[src/rtl/ecg_peak_detect_if.sv]
// ecg_peak_detect_if: sample stream in, beat/R-R/BPM results out.
// The master side feeds samples and the threshold. The slave side is the detector.
interface ecg_peak_detect_if #(
    parameter int unsigned RR_W = 16
);
    logic [15:0]     sample_in;
    logic            sample_valid;
    logic [15:0]     threshold;
    logic            beat;
    logic [15:0]     peak_value;
    logic [RR_W-1:0] rr_interval;
    logic            rr_valid;
    logic [7:0]      bpm;
    logic            bpm_valid;

    modport master (
        output sample_in, sample_valid, threshold,
        input  beat, peak_value, rr_interval, rr_valid, bpm, bpm_valid
    );

    modport slave (
        input  sample_in, sample_valid, threshold,
        output beat, peak_value, rr_interval, rr_valid, bpm, bpm_valid
    );
endinterface

[src/rtl/ecg_peak_detect.sv]
// ecg_peak_detect: R-peak detector for the ECG sample stream.
// The detector uses a threshold/refractory FSM (ARM -> SEARCH -> TRACK -> REFRACT).
// It reports the peak amplitude and the R-R interval in samples.
// Optional macro ECG_BPM_DIV_EN adds a 16-cycle restoring divider.
// The divider converts the R-R interval to beats per minute.
module ecg_peak_detect #(
    parameter int unsigned RR_W           = 16,
    parameter int unsigned REFRACT        = 50,
    parameter int unsigned SAMPLE_RATE_HZ = 500
) (
    input  logic              clk,
    input  logic              reset_n,
    ecg_peak_detect_if.slave  bus
);

    localparam int unsigned RC_W = (REFRACT < 2) ? 1 : $clog2(REFRACT + 1);

    // The BPM numerator must fit the 16-bit dividend.
    if (60 * SAMPLE_RATE_HZ >= 65536) begin : g_bad_rate
        $error("ecg_peak_detect: 60*SAMPLE_RATE_HZ must be below 65536");
    end

    typedef enum logic [1:0] {
        ST_ARM,
        ST_SEARCH,
        ST_TRACK,
        ST_REFRACT
    } state_e;

    state_e                 state_q, state_d;
    logic signed [15:0]     max_q, max_d;
    logic [RC_W-1:0]        rc_q, rc_d;
    logic [RR_W-1:0]        rr_cnt_q, rr_cnt_d;
    logic                   have_beat_q, have_beat_d;
    logic [15:0]            peak_q, peak_d;
    logic [RR_W-1:0]        rr_interval_q, rr_interval_d;
    logic                   beat_q, beat_d;
    logic                   rr_valid_q, rr_valid_d;

    logic signed [15:0]     sample_s;
    logic signed [15:0]     thr_s;
    logic                   below_c;
    logic [RR_W-1:0]        rr_inc_c;

    assign sample_s = bus.sample_in;
    assign thr_s    = bus.threshold;
    assign below_c  = (sample_s < thr_s);
    assign rr_inc_c = (rr_cnt_q == '1) ? rr_cnt_q : rr_cnt_q + RR_W'(1);

    // Detector state register.
    always_ff @(posedge clk or negedge reset_n) begin
        if (!reset_n) begin
            state_q       <= ST_ARM;
            max_q         <= '0;
            rc_q          <= '0;
            rr_cnt_q      <= '0;
            have_beat_q   <= 1'b0;
            peak_q        <= '0;
            rr_interval_q <= '0;
            beat_q        <= 1'b0;
            rr_valid_q    <= 1'b0;
        end else begin
            state_q       <= state_d;
            max_q         <= max_d;
            rc_q          <= rc_d;
            rr_cnt_q      <= rr_cnt_d;
            have_beat_q   <= have_beat_d;
            peak_q        <= peak_d;
            rr_interval_q <= rr_interval_d;
            beat_q        <= beat_d;
            rr_valid_q    <= rr_valid_d;
        end
    end

    // Next-state logic; everything advances only on valid samples.
    always_comb begin
        state_d       = state_q;
        max_d         = max_q;
        rc_d          = rc_q;
        rr_cnt_d      = rr_cnt_q;
        have_beat_d   = have_beat_q;
        peak_d        = peak_q;
        rr_interval_d = rr_interval_q;
        beat_d        = 1'b0;
        rr_valid_d    = 1'b0;

        if (bus.sample_valid) begin
            rr_cnt_d = rr_inc_c;
            unique case (state_q)
                ST_ARM: begin
                    // Start-up high input must first drop below threshold.
                    if (below_c) state_d = ST_SEARCH;
                end
                ST_SEARCH: begin
                    if (!below_c) begin
                        max_d   = sample_s;
                        state_d = ST_TRACK;
                    end
                end
                ST_TRACK: begin
                    if (!below_c) begin
                        if (sample_s > max_q) max_d = sample_s;
                    end else begin
                        peak_d      = max_q;
                        beat_d      = 1'b1;
                        rr_cnt_d    = '0;
                        have_beat_d = 1'b1;
                        if (have_beat_q) begin
                            rr_interval_d = rr_inc_c;
                            rr_valid_d    = 1'b1;
                        end
                        if (REFRACT == 0) begin
                            state_d = ST_ARM;
                        end else begin
                            rc_d    = RC_W'(REFRACT);
                            state_d = ST_REFRACT;
                        end
                    end
                end
                ST_REFRACT: begin
                    if (rc_q <= RC_W'(1)) begin
                        rc_d    = '0;
                        state_d = ST_ARM;
                    end else begin
                        rc_d = rc_q - RC_W'(1);
                    end
                end
                default: state_d = ST_ARM;
            endcase
        end
    end

    assign bus.beat        = beat_q;
    assign bus.peak_value  = peak_q;
    assign bus.rr_interval = rr_interval_q;
    assign bus.rr_valid    = rr_valid_q;

`ifdef ECG_BPM_DIV_EN
    localparam logic [15:0] BPM_NUM = 16'(60 * SAMPLE_RATE_HZ);

    logic              div_busy_q, div_busy_d;
    logic [4:0]        div_cnt_q, div_cnt_d;
    logic [RR_W-1:0]   div_rem_q, div_rem_d;
    logic [RR_W-1:0]   div_dvs_q, div_dvs_d;
    logic [15:0]       div_quo_q, div_quo_d;
    logic [7:0]        bpm_q, bpm_d;
    logic              bpm_valid_q, bpm_valid_d;
    logic [RR_W:0]     trial_c;
    logic              take_c;

    // Divider state register.
    always_ff @(posedge clk or negedge reset_n) begin
        if (!reset_n) begin
            div_busy_q  <= 1'b0;
            div_cnt_q   <= '0;
            div_rem_q   <= '0;
            div_dvs_q   <= '0;
            div_quo_q   <= '0;
            bpm_q       <= '0;
            bpm_valid_q <= 1'b0;
        end else begin
            div_busy_q  <= div_busy_d;
            div_cnt_q   <= div_cnt_d;
            div_rem_q   <= div_rem_d;
            div_dvs_q   <= div_dvs_d;
            div_quo_q   <= div_quo_d;
            bpm_q       <= bpm_d;
            bpm_valid_q <= bpm_valid_d;
        end
    end

    // Restoring division: one quotient bit per cycle. A new interval restarts the division.
    always_comb begin
        div_busy_d  = div_busy_q;
        div_cnt_d   = div_cnt_q;
        div_rem_d   = div_rem_q;
        div_dvs_d   = div_dvs_q;
        div_quo_d   = div_quo_q;
        bpm_d       = bpm_q;
        bpm_valid_d = 1'b0;

        trial_c = {div_rem_q, div_quo_q[15]};
        take_c  = (trial_c >= {1'b0, div_dvs_q});

        if (rr_valid_q) begin
            div_busy_d = 1'b1;
            div_cnt_d  = 5'd16;
            div_rem_d  = '0;
            div_quo_d  = BPM_NUM;
            div_dvs_d  = rr_interval_q;
        end else if (div_busy_q) begin
            div_rem_d = take_c ? RR_W'(trial_c - {1'b0, div_dvs_q}) : RR_W'(trial_c);
            div_quo_d = {div_quo_q[14:0], take_c};
            div_cnt_d = div_cnt_q - 5'd1;
            if (div_cnt_q == 5'd1) begin
                div_busy_d  = 1'b0;
                bpm_valid_d = 1'b1;
                bpm_d       = (div_quo_d > 16'd255) ? 8'hFF : div_quo_d[7:0];
            end
        end
    end

    assign bus.bpm       = bpm_q;
    assign bus.bpm_valid = bpm_valid_q;
`else
    assign bus.bpm       = '0;
    assign bus.bpm_valid = 1'b0;
`endif

endmodule

[src/flat_wrapper.sv]
// flat-port wrapper written by rule: the top's interface ports become plain ports
module ecg_peak_detect_flat 
#(
    parameter int unsigned RR_W           = 16,
    parameter int unsigned REFRACT        = 50,
    parameter int unsigned SAMPLE_RATE_HZ = 500
)
  (clk, reset_n, bus_sample_in, bus_sample_valid, bus_threshold, bus_beat, bus_peak_value, bus_rr_interval, bus_rr_valid, bus_bpm, bus_bpm_valid);
  ecg_peak_detect_if #(.RR_W(RR_W)) bus_i ();
  input  logic clk;
  input  logic reset_n;
  input wire logic [$bits(bus_i.sample_in)-1:0] bus_sample_in;
  input wire logic [$bits(bus_i.sample_valid)-1:0] bus_sample_valid;
  input wire logic [$bits(bus_i.threshold)-1:0] bus_threshold;
  output wire logic [$bits(bus_i.beat)-1:0] bus_beat;
  output wire logic [$bits(bus_i.peak_value)-1:0] bus_peak_value;
  output wire logic [$bits(bus_i.rr_interval)-1:0] bus_rr_interval;
  output wire logic [$bits(bus_i.rr_valid)-1:0] bus_rr_valid;
  output wire logic [$bits(bus_i.bpm)-1:0] bus_bpm;
  output wire logic [$bits(bus_i.bpm_valid)-1:0] bus_bpm_valid;
  assign bus_i.sample_in = bus_sample_in;
  assign bus_i.sample_valid = bus_sample_valid;
  assign bus_i.threshold = bus_threshold;
  assign bus_beat = bus_i.beat;
  assign bus_peak_value = bus_i.peak_value;
  assign bus_rr_interval = bus_i.rr_interval;
  assign bus_rr_valid = bus_i.rr_valid;
  assign bus_bpm = bus_i.bpm;
  assign bus_bpm_valid = bus_i.bpm_valid;
  ecg_peak_detect #(.RR_W(RR_W), .REFRACT(REFRACT), .SAMPLE_RATE_HZ(SAMPLE_RATE_HZ)) u_core (.clk(clk), .reset_n(reset_n), .bus(bus_i));
endmodule
[config.mk]
export PLATFORM = sky130hd
export DESIGN_NAME = ecg_peak_detect_flat
export DESIGN_NICKNAME = d
export VERILOG_FILES = /design/src/rtl/ecg_peak_detect_if.sv /design/src/rtl/ecg_peak_detect.sv /design/src/flat_wrapper.sv
export SDC_FILE = /design/constraint.sdc
export NUM_CORES = 1
export LEC_CHECK = 0
export ABC_AREA = 1
export CAP_MARGIN = 20
export CORE_UTILIZATION = 54
export DETAILED_ROUTE_END_ITERATION = 7
export GPL_TIMING_DRIVEN = 1
export PLACE_DENSITY = 0.78
export SLEW_MARGIN = 5
export SYNTH_ARGS = -nofsm -noshare
export SYNTH_HDL_FRONTEND = slang
export SYNTH_SLANG_ARGS = --single-unit
export TNS_END_PERCENT = 20
[constraint.sdc]
create_clock -name clk -period 2.28 [get_ports clk]
set_input_delay 0.456 -clock clk [delete_from_list [all_inputs] [get_ports clk]]
set_output_delay 0.456 -clock clk [all_outputs]
set_load 0.005 [all_outputs]
==> key figures <==
Status
  • Status: complete, but fails checks
  • Violated checks: design-rule violations

Layout
  • Final cell count without fillers: 801
  • Share of layout cells above drive strength 1: 0.187
  • Final instance area: 6240 sq um
  • Final Net Count: 764
  • Fillcell total: 546
  • Antenna Cells: 0
  • Syn-to-layout area delta: 37.1%

Timing
  • Final min period: 2.27 ns
  • Period utilization: 0.996
  • Setup ws final: 0.00807 ns
  • Rel. slew slack: 0.381
  • Max Clk Rate: 440 MHz
  • Slew of the pin with the lowest slew margin: 0.928 ns
  • Clk_skew: 0.0112 ns
  • Final Max Slew Viols: 0
  • Count of final setup violators: 0
  • Hold Slack: 0.109 ns
  • Hold Violations, Final: 0
  • Final setup TNS: 0 ns
  • RSZ-0062 raised after global routing: yes

Setup path
  • Critical path arrival: 2.53 ns
  • Worst setup EP type: flop
  • Critical path peak fanout: 7
  • CP required: 2.53 ns
  • Crit Path Class: primary input to flop
  • Reg2Reg Depth: 7
  • Type of origin of the critical path: primary input

Drt
  • Wirelength per Cell: 15.4 microns
  • DR vias/cell: 5.52
  • Via count: 4419
  • Drt first-iter violations: 310
  • Final ANT Viol Nets: 0
  • DRT Wirelength: 12.4 mm
  • DRC errors left: 1
  • Drt pass-1 iters: 7

Power
  • PwrDens: 966 nW/um^2
  • Leak: 0.00318 uW
  • VDD IR max: 0.451 mV

Synth
  • Post-synth EDFFs: 0
  • Synth top cells by count: 175 x nand2_1, 80 x inv_1, 75 x dfrtp_1
  • Post-synthesis cell type count: 35
  • Mean Syn Cell Area: 7.81 sq um
  • Post-synth ARST share: 1.00
  • Prevailing post-synth register cell: dfrtp_1
  • Synth top area share: 0.413
  • Most instantiated library cell after synthesis: nand2_1
  • Synthesized area: 4550 sq um
  • Top area cells in the synthesized netlist: dfrtp_1 41%, nand2_1 14%, ha_1 10%, inv_1 6.6%, o21ai_0 3.5%
  • Yosys warning count: 0
  • Syn Inst Count: 582
  • Synthesis-stage register bit count: 75
  • Sequential area share after synthesis: 0.413
  • Synth area leader: dfrtp_1

Floorplanning
  • Die height: 93.8 microns
  • # IOs: 78
  • Core area: 8180 sq um
  • Die area: 8790 sq um
  • Initial Util: 0.556
  • # rows: 33
  • Die width: 93.8 microns

CTS
  • Clock sink count: 75
  • CTS H-tree depth: 3
  • CTS buffer count: 9
  • CTS tree: built
  • CTS Buffer Depth: 2
  • Worst skew pair latency: 0.36 ns
  • Clock slew at reported path FFs: 0.10 ns
  • Root Buffer: clkbuf_8

Run
  • Max-cap violation count: 0

Global route
  • First-pass GRT wire length: 18.3 mm
  • Initial antenna violation count: 0
  • Pin count of the biggest net entering global routing: 31
  • Grt ovf: 0
  • Vias in the first global route: 4044
  • GRT Util Overall: 0.263

Placed design
  • Placed cells: 775
  • Placed cell area: 5550 sq um
  • Port Buffers: 68
  • Final HPWL DP: 7.99 mm
  • Routability Congestion: 0.831
  • Worst slack, placed: -0.417 ns

Min path
  • Worst hold path class: primary input to asynchronous set/reset pin
## cell type report
cell class                      instances  area, sq um  share of cell area
Timing Repair Buffer                  111         1160               0.186
Inverter                               82          308              0.0494
Multi-Input combinational cell        412         2570               0.412
Clock buffer                            9          124              0.0199
Sequential cell                        75         1880               0.301
Tap cell                              105          131              0.0211
Clock inverter                          7         66.3              0.0106
## worst paths after layout
kind / start / end / slack (ns)
min in group clk: u_core.max_q[9] / u_core.max_q[9] / 0.48
hold / removal: reset_n / u_core.bus.rr_interval[13] / 0.11
setup reg to reg: u_core.state_q[0] / u_core.max_q[13] / 0.13
hold reg to reg: u_core.max_q[9] / u_core.max_q[9] / 0.48
max in group asynchronous: reset_n / u_core.rr_cnt_q[3] / 1.59
setup / recovery: bus_threshold[3] / u_core.bus.rr_interval[11] / 0.008
## worst max-delay path, stage by stage
cell and delay [ns]:
clkdlybuf4s50_1 0.45, inv_1 0.05, ha_1 0.29, nand2_1 0.06, inv_1 0.06, nand2_1 0.05, nand2_1 0.06, nand2_1 0.06
nand2_2 0.09, nand2_4 0.07, nand2_2 0.10, nand2_4 0.08, nand2_8 0.13, nand2_8 0.10, clkbuf_16 0.21, o21ai_1 0.12
nand2_1 0.07
## power by group
part | leakage (uW) | internal, uW | switching [uW]
Sequential | 0.000975 | 1820 | 336
Combinational | 0.00211 | 1300 | 1550
Clock | 0.0000918 | 423 | 584
## sequential cells by signal, summed over array words and instances (netlist names)
| signal | count |
|---|---|
| u_core.bus.rr_interval | 16 |
| u_core.state_q | 2 |
| u_core.max_q | 16 |
| u_core.rr_cnt_q | 16 |
| u_core.bus.peak_value | 16 |
| u_core.bus.beat | 1 |
| u_core.bus.rr_valid | 1 |
| u_core.have_beat_q | 1 |
| u_core.rc_q | 6 |
## stage by stage
stage,power [uW],utilization
floorplan,3520,-
global placement,4480,0.679
detailed placement,4620,0.679
CTS,5680,0.707
global route,6450,0.763
finish,6020,0.763
## routing by layer
metal / GRT usage / part of all wire
met1: 0.337 / 0.42
met2: 0.458 / 0.51
met3: 0.0332 / 0.050
met4: 0.0885 / 0.019
met5: 0 / 0
## layout by cell type, fill, tap and decap left out, types with 6 or more instances in the layout
cell type,n
conb_1,9
o21ai_1,15
clkdlybuf4s50_1,52
inv_2,9
a21oi_1,12
nand4_1,24
nand2_2,8
buf_4,31
nor2_1,16
inv_1,73
nor3_1,9
o21ai_2,10
nand2_1,168
ha_1,32
o22ai_1,14
clkbuf_8,9
dfrtp_1,75
o21ai_0,20
dlymetal6s2s_1,15
nand3_1,24
ha_4,6
## cell families after synthesis
kind of cell	count (synthesis)	share of synthesized area
other	1	0.000825
adder cells (fa/ha/maj)	38	0.105
flip-flops	75	0.413
AND/OR/NAND/NOR	274	0.272
XOR/XNOR	4	0.00770
AO/OA/AOI/OAI	81	0.0960
buffers and inverters	109	0.106
## repair_timing
item,in CTS,in global routing
endpoints found under the setup margin,29,56
hold buffers,0,0
cloned,1,7
gates resized for setup,4,87
setup buffers,0,2
pin swaps,0,26
Power figures use the tool's default switching activity.
